===== config.mk =====
export PLATFORM = sky130hd
export DESIGN_NAME = mux8_rr_arbiter
export DESIGN_NICKNAME = d
export VERILOG_FILES = /design/src/rtl/mux8_arb_pkg.sv /design/src/rtl/rr_pick8.sv /design/src/rtl/mux8_rr_arbiter.sv
export SDC_FILE = /design/constraint.sdc
export NUM_CORES = 1
export LEC_CHECK = 0
export CAP_MARGIN = 40
export CORE_UTILIZATION = 59
export CTS_CLUSTER_DIAMETER = 50
export CTS_CLUSTER_SIZE = 40
export DETAILED_ROUTE_END_ITERATION = 10
export PLACE_DENSITY = 0.85
export RECOVER_POWER = 25
export SKIP_CTS_REPAIR_TIMING = 1
export SLEW_MARGIN = 20
export SYNTH_ARGS = -nofsm -noshare
export SYNTH_HDL_FRONTEND = slang
export SYNTH_HIERARCHICAL = 1
export SYNTH_SLANG_ARGS = --single-unit

===== constraint.sdc =====
create_clock -name clk -period 6.08 [get_ports clk]
set_input_delay 0.608 -clock clk [delete_from_list [all_inputs] [get_ports clk]]
set_output_delay 0.608 -clock clk [all_outputs]
set_load 0.05 [all_outputs]

===== src/rtl/mux8_arb_pkg.sv =====
// Shared types and helpers for the eight-way round-robin mux arbiter.
package mux8_arb_pkg;

  localparam int unsigned NUM_REQ = 8;
  localparam int unsigned SEL_W   = 3;

  typedef logic [SEL_W-1:0] sel_t;

  typedef enum logic {
    ARB_IDLE  = 1'b0,
    ARB_GRANT = 1'b1
  } arb_state_e;

  function automatic logic [NUM_REQ-1:0] onehot_from_sel(input sel_t s);
    logic [NUM_REQ-1:0] oh;
    oh    = '0;
    oh[s] = 1'b1;
    return oh;
  endfunction

endpackage


===== src/rtl/rr_pick8.sv =====
// Rotating priority encoder: first set req bit searching from last+1 upward, modulo 8.
module rr_pick8
  import mux8_arb_pkg::*;
(
  input  logic [NUM_REQ-1:0] req,
  input  sel_t               last,
  output logic               found,
  output sel_t               idx
);

  sel_t cand;

  always_comb begin
    found = 1'b0;
    idx   = '0;
    cand  = '0;
    for (int i = 0; i < int'(NUM_REQ); i++) begin
      // i+1 wraps to 0 on the final pass, so the previous winner is tried last
      cand = last + sel_t'(i + 1);
      if (!found && req[cand]) begin
        found = 1'b1;
        idx   = cand;
      end
    end
  end

endmodule


===== src/rtl/mux8_rr_arbiter.sv =====
// Round-robin arbiter driving the registered select of an 8:1 mux.
// Optional grant timeout enabled by defining MUX8_ARB_TIMEOUT_EN.
module mux8_rr_arbiter
  import mux8_arb_pkg::*;
#(
  parameter int unsigned HOLD_MAX = 16
) (
  input  logic               clk,
  input  logic               rst,
  input  logic [NUM_REQ-1:0] req,
  output logic [NUM_REQ-1:0] grant,
  output sel_t               sel,
  output logic               busy,
  output logic               preempt
);

  if (HOLD_MAX < 2 || HOLD_MAX > 255) begin : g_bad_hold
    $error("HOLD_MAX must lie in 2..255");
  end

  arb_state_e         state_q, state_d;
  logic [NUM_REQ-1:0] grant_q, grant_d;
  sel_t               sel_q, sel_d;
  sel_t               last_q, last_d;
  logic               busy_q, busy_d;
  logic               preempt_q, preempt_d;
  logic               take;

  logic [NUM_REQ-1:0] pick_req;
  logic               pick_found;
  sel_t               pick_idx;

  // Masking the current holder lets the same picker serve release and preemption.
  assign pick_req = req & ~grant_q;

  rr_pick8 u_pick (
    .req   (pick_req),
    .last  (last_q),
    .found (pick_found),
    .idx   (pick_idx)
  );

`ifdef MUX8_ARB_TIMEOUT_EN
  localparam logic [7:0] HoldLast = 8'(HOLD_MAX - 1);

  logic [7:0] cnt_q, cnt_d;
  logic       expired;

  assign expired = (cnt_q == HoldLast);

  always_comb begin
    cnt_d = cnt_q;
    if (take) begin
      cnt_d = '0;
    end else if (state_q == ARB_GRANT && !expired) begin
      cnt_d = cnt_q + 8'd1;
    end
  end

  always_ff @(posedge clk) begin
    if (rst) begin
      cnt_q <= '0;
    end else begin
      cnt_q <= cnt_d;
    end
  end
`else
  logic expired;
  assign expired = 1'b0;
`endif

  always_comb begin
    state_d   = state_q;
    grant_d   = grant_q;
    sel_d     = sel_q;
    last_d    = last_q;
    preempt_d = 1'b0;
    take      = 1'b0;
    case (state_q)
      ARB_IDLE: begin
        if (pick_found) begin
          take = 1'b1;
        end
      end
      ARB_GRANT: begin
        if (!req[sel_q]) begin
          if (pick_found) begin
            take = 1'b1;
          end else begin
            state_d = ARB_IDLE;
            grant_d = '0;
          end
        end else if (expired && pick_found) begin
          take      = 1'b1;
          preempt_d = 1'b1;
        end
      end
      default: begin
        state_d = ARB_IDLE;
        grant_d = '0;
      end
    endcase
    if (take) begin
      state_d = ARB_GRANT;
      grant_d = onehot_from_sel(pick_idx);
      sel_d   = pick_idx;
      last_d  = pick_idx;
    end
    busy_d = (state_d == ARB_GRANT);
  end

  always_ff @(posedge clk) begin
    if (rst) begin
      state_q   <= ARB_IDLE;
      grant_q   <= '0;
      sel_q     <= '0;
      last_q    <= sel_t'(NUM_REQ - 1);
      busy_q    <= 1'b0;
      preempt_q <= 1'b0;
    end else begin
      state_q   <= state_d;
      grant_q   <= grant_d;
      sel_q     <= sel_d;
      last_q    <= last_d;
      busy_q    <= busy_d;
      preempt_q <= preempt_d;
    end
  end

  assign grant   = grant_q;
  assign sel     = sel_q;
  assign busy    = busy_q;
  assign preempt = preempt_q;

endmodule


==> results.toml <==
[sta]
worst_relative_slew_slack_pct = 51.4
worstMarginPinSlew_ps = 728
skew_ps = 1.66
worst_hold_slack_ps = 508
maxClockFrequency_mhz = 229
setup_viol_count_final = 0
report.final.hold_viol_count = 0
final.min_clock_period_ps = 4360
maxSlewViolCount = 0
rsz0062_at_grt = "false"
fin_crit_sh_pct = 71.7
fin_tns_setup_ps = 0

[cts]
clock_tree.root_cell = "clkbuf_4"
cts_buffers = 3
clock_sinks = 15
htree_levels = 1
tritoncts = "yes"
clock_path_buffers = 2
clkLatencyLatePin_ps = 290
cts.reportedPaths.clkPinSlew_ps = 90

[routing]
detail_route.wirelength_um = 3950
total_drc_errors_in_the_routed_layout = 0
wire_per_inst_um = 18.2
antenna_violating_nets_post_route = 0
drt-initial-drc-count = 57
route.vias.total = 1525
vias_per_cell = 7.03
detail_route.first_pass.iterations = 4

[global_route]
gr-total-overflow = 0
use_met3_pct = 0.862
grt.met1_usage_pct = 39.3
grt_start_max_net_pins = 18
gr-usage-met2_pct = 53.8
grt_first_pass_wirelength_um = 6350
most_crowded_layer_gr = "met2"
global_route_usage_over_all_layers_pct = 30.7
grt_pass1_vias = 1399
antenna_found_initial = 0

[floorplanning]
die_width_um = 53.3
rows = 18
io_pins = 23
fp.dieArea_um2 = 2840
core-area_um2 = 2480
dieHeight_um = 53.3
floorplan.initialDensity_pct = 62.6

[outcome]
status = "complete, no violations"

[setup_path]
timing_worst_setup_path_type = "register to register"
endpoint_kind = "register"
cp_cell_sequence = "inv_1, ha_1, mux4_1, mux2_2, or4_1, nor3_2, nand2_1, or3_1, o31ai_2, a22o_1"
largest_stage_delay_on_the_critical_path_ps = 800
crit_slowest_cell = "dfxtp_1"
start_kind = "register"
worstPathArrival_ps = 4590
crit_fanout = 16
required_ps = 6310

[cells_and_area]
post_route_cells_drive_above_1_share_pct = 9.63
fin_nets = 200
most-common-layout-cells = "dfxtp_1 (15), clkdlybuf4s50_1 (15), a21oi_1 (14)"
filler_cell_count = 196
antenna_cells_inserted = 0
layout-area-overhead-vs-synth_pct = 13.1
stdcell_count = 217

[worst_hold_path]
worst_hold_path_type = "register to register"

[place]
portBuffers = 21
hpwlAfterDp_um = 2880
place.gp.congestion = 0.910
numPlacedInstances = 213

[synthesis]
dominantRegCellSynth = "dfxtp_1"
synthesis.instances = 173
syn-num-nets = 185
synthesis.area_per_instance_um2 = 8.96
synth-seq-cells = 15
post_synthesis_instance_area_um2 = 1550
synth_top_cell_by_area = "dfxtp_1"
synth-edff-count = 0
fraction_of_synthesis_flops_using_an_asynchronous_set_or_reset_pin_pct = 0
netlist_top_cells_area = "dfxtp_1 (19%), mux4_1 (8.5%), a21oi_1 (4.5%)"
yosysSeqAreaShare_pct = 19.4
netlist-cell-type-count = 54
yosys_warnings = 6
synthDominantCellAreaShare_pct = 19.4

[flow_run]
maxCapViolCount = 0
[layer usage]
metal / part of all wire [%] / vias to the layer above
li1: - / 702
met1: 44 / 744
met2: 50 / 68
met3: 4.4 / 11
met4: 2.2 / 0
met5: 0 / -
[worst max-delay path, delay by kind of cell, from the launching register on]
family / cells / cell delay [ps]
AOI/OAI and AO/OA: 2 / 430
adders and majority gates: 1 / 520
buffers and inverters: 1 / 190
DFF: 1 / 800
muxes: 2 / 820
and+or+nand+nor: 4 / 1540
[cell type report]
cell class	count	area, um2	area share (%)
Clock buffer	3	22.5	1.28
Timing Repair Buffer	21	210	12.0
Tap cell	30	37.5	2.14
Multi-Input combinational cell	142	1160	66.1
Sequential cell	15	300	17.1
Inverter	5	18.8	1.07
Clock inverter	1	5.00	0.286
[cells in the mapped netlist (all sizes together) (2+ instances only)]
| master | instances |
|---|---|
| dfxtp | 15 |
| a21oi | 15 |
| a22oi | 2 |
| a211oi | 2 |
| nor2 | 12 |
| o211ai | 2 |
| nand3 | 4 |
| nor2b | 11 |
| xor2 | 2 |
| a31oi | 3 |
| nor3b | 3 |
| a21o | 2 |
| nor3 | 3 |
| mux4 | 8 |
| nand2b | 3 |
| a211o | 5 |
| buf | 6 |
| or4 | 2 |
| inv | 5 |
| a32o | 6 |
| nand2 | 13 |
| nand4b | 2 |
| ha | 2 |
| a22o | 2 |
| o211a | 2 |
| clkbuf | 5 |
| o21ai | 5 |
| mux2i | 6 |
| mux2 | 11 |
[registers in the layout, indices dropped and copies added (netlist names)]
register,flops
grant,8
last_q,3
sel,3
busy,1
[logic make-up after synthesis]
family,synth area share (%)
compound gates,27.0
xor+xnor,1.70
fa+ha+maj,1.61
buf+inv,5.89
flops,19.4
mux,25.2
other cells,0.242
simple gates,19.0
[worst paths after layout]
| path | cells after the start | start | end | slack, ps |
|---|---|---|---|---|
| max reg2reg | 10 | last_q[0] | grant[0] | 1720 |
| min | 1 | grant[5] | grant[5] | 510 |
| min reg2reg | 1 | grant[5] | grant[5] | 510 |
| max | 10 | last_q[0] | grant[0] | 1720 |
[through the flow]
stage | utilization, % | setup slack (ps) | cell area [um2]
after floorplan | - | 1980 | 1550
after CTS | 70.8 | 1800 | 1750
after global routing | 70.8 | 1530 | 1750
after global placement | 69.6 | 1960 | 1730
final | 70.8 | 1720 | 1750
after detailed placement | 69.6 | 1860 | 1730
Power is not shown: default switching activity piles up to over one toggle a cycle in this logic, so the estimate is an artifact.
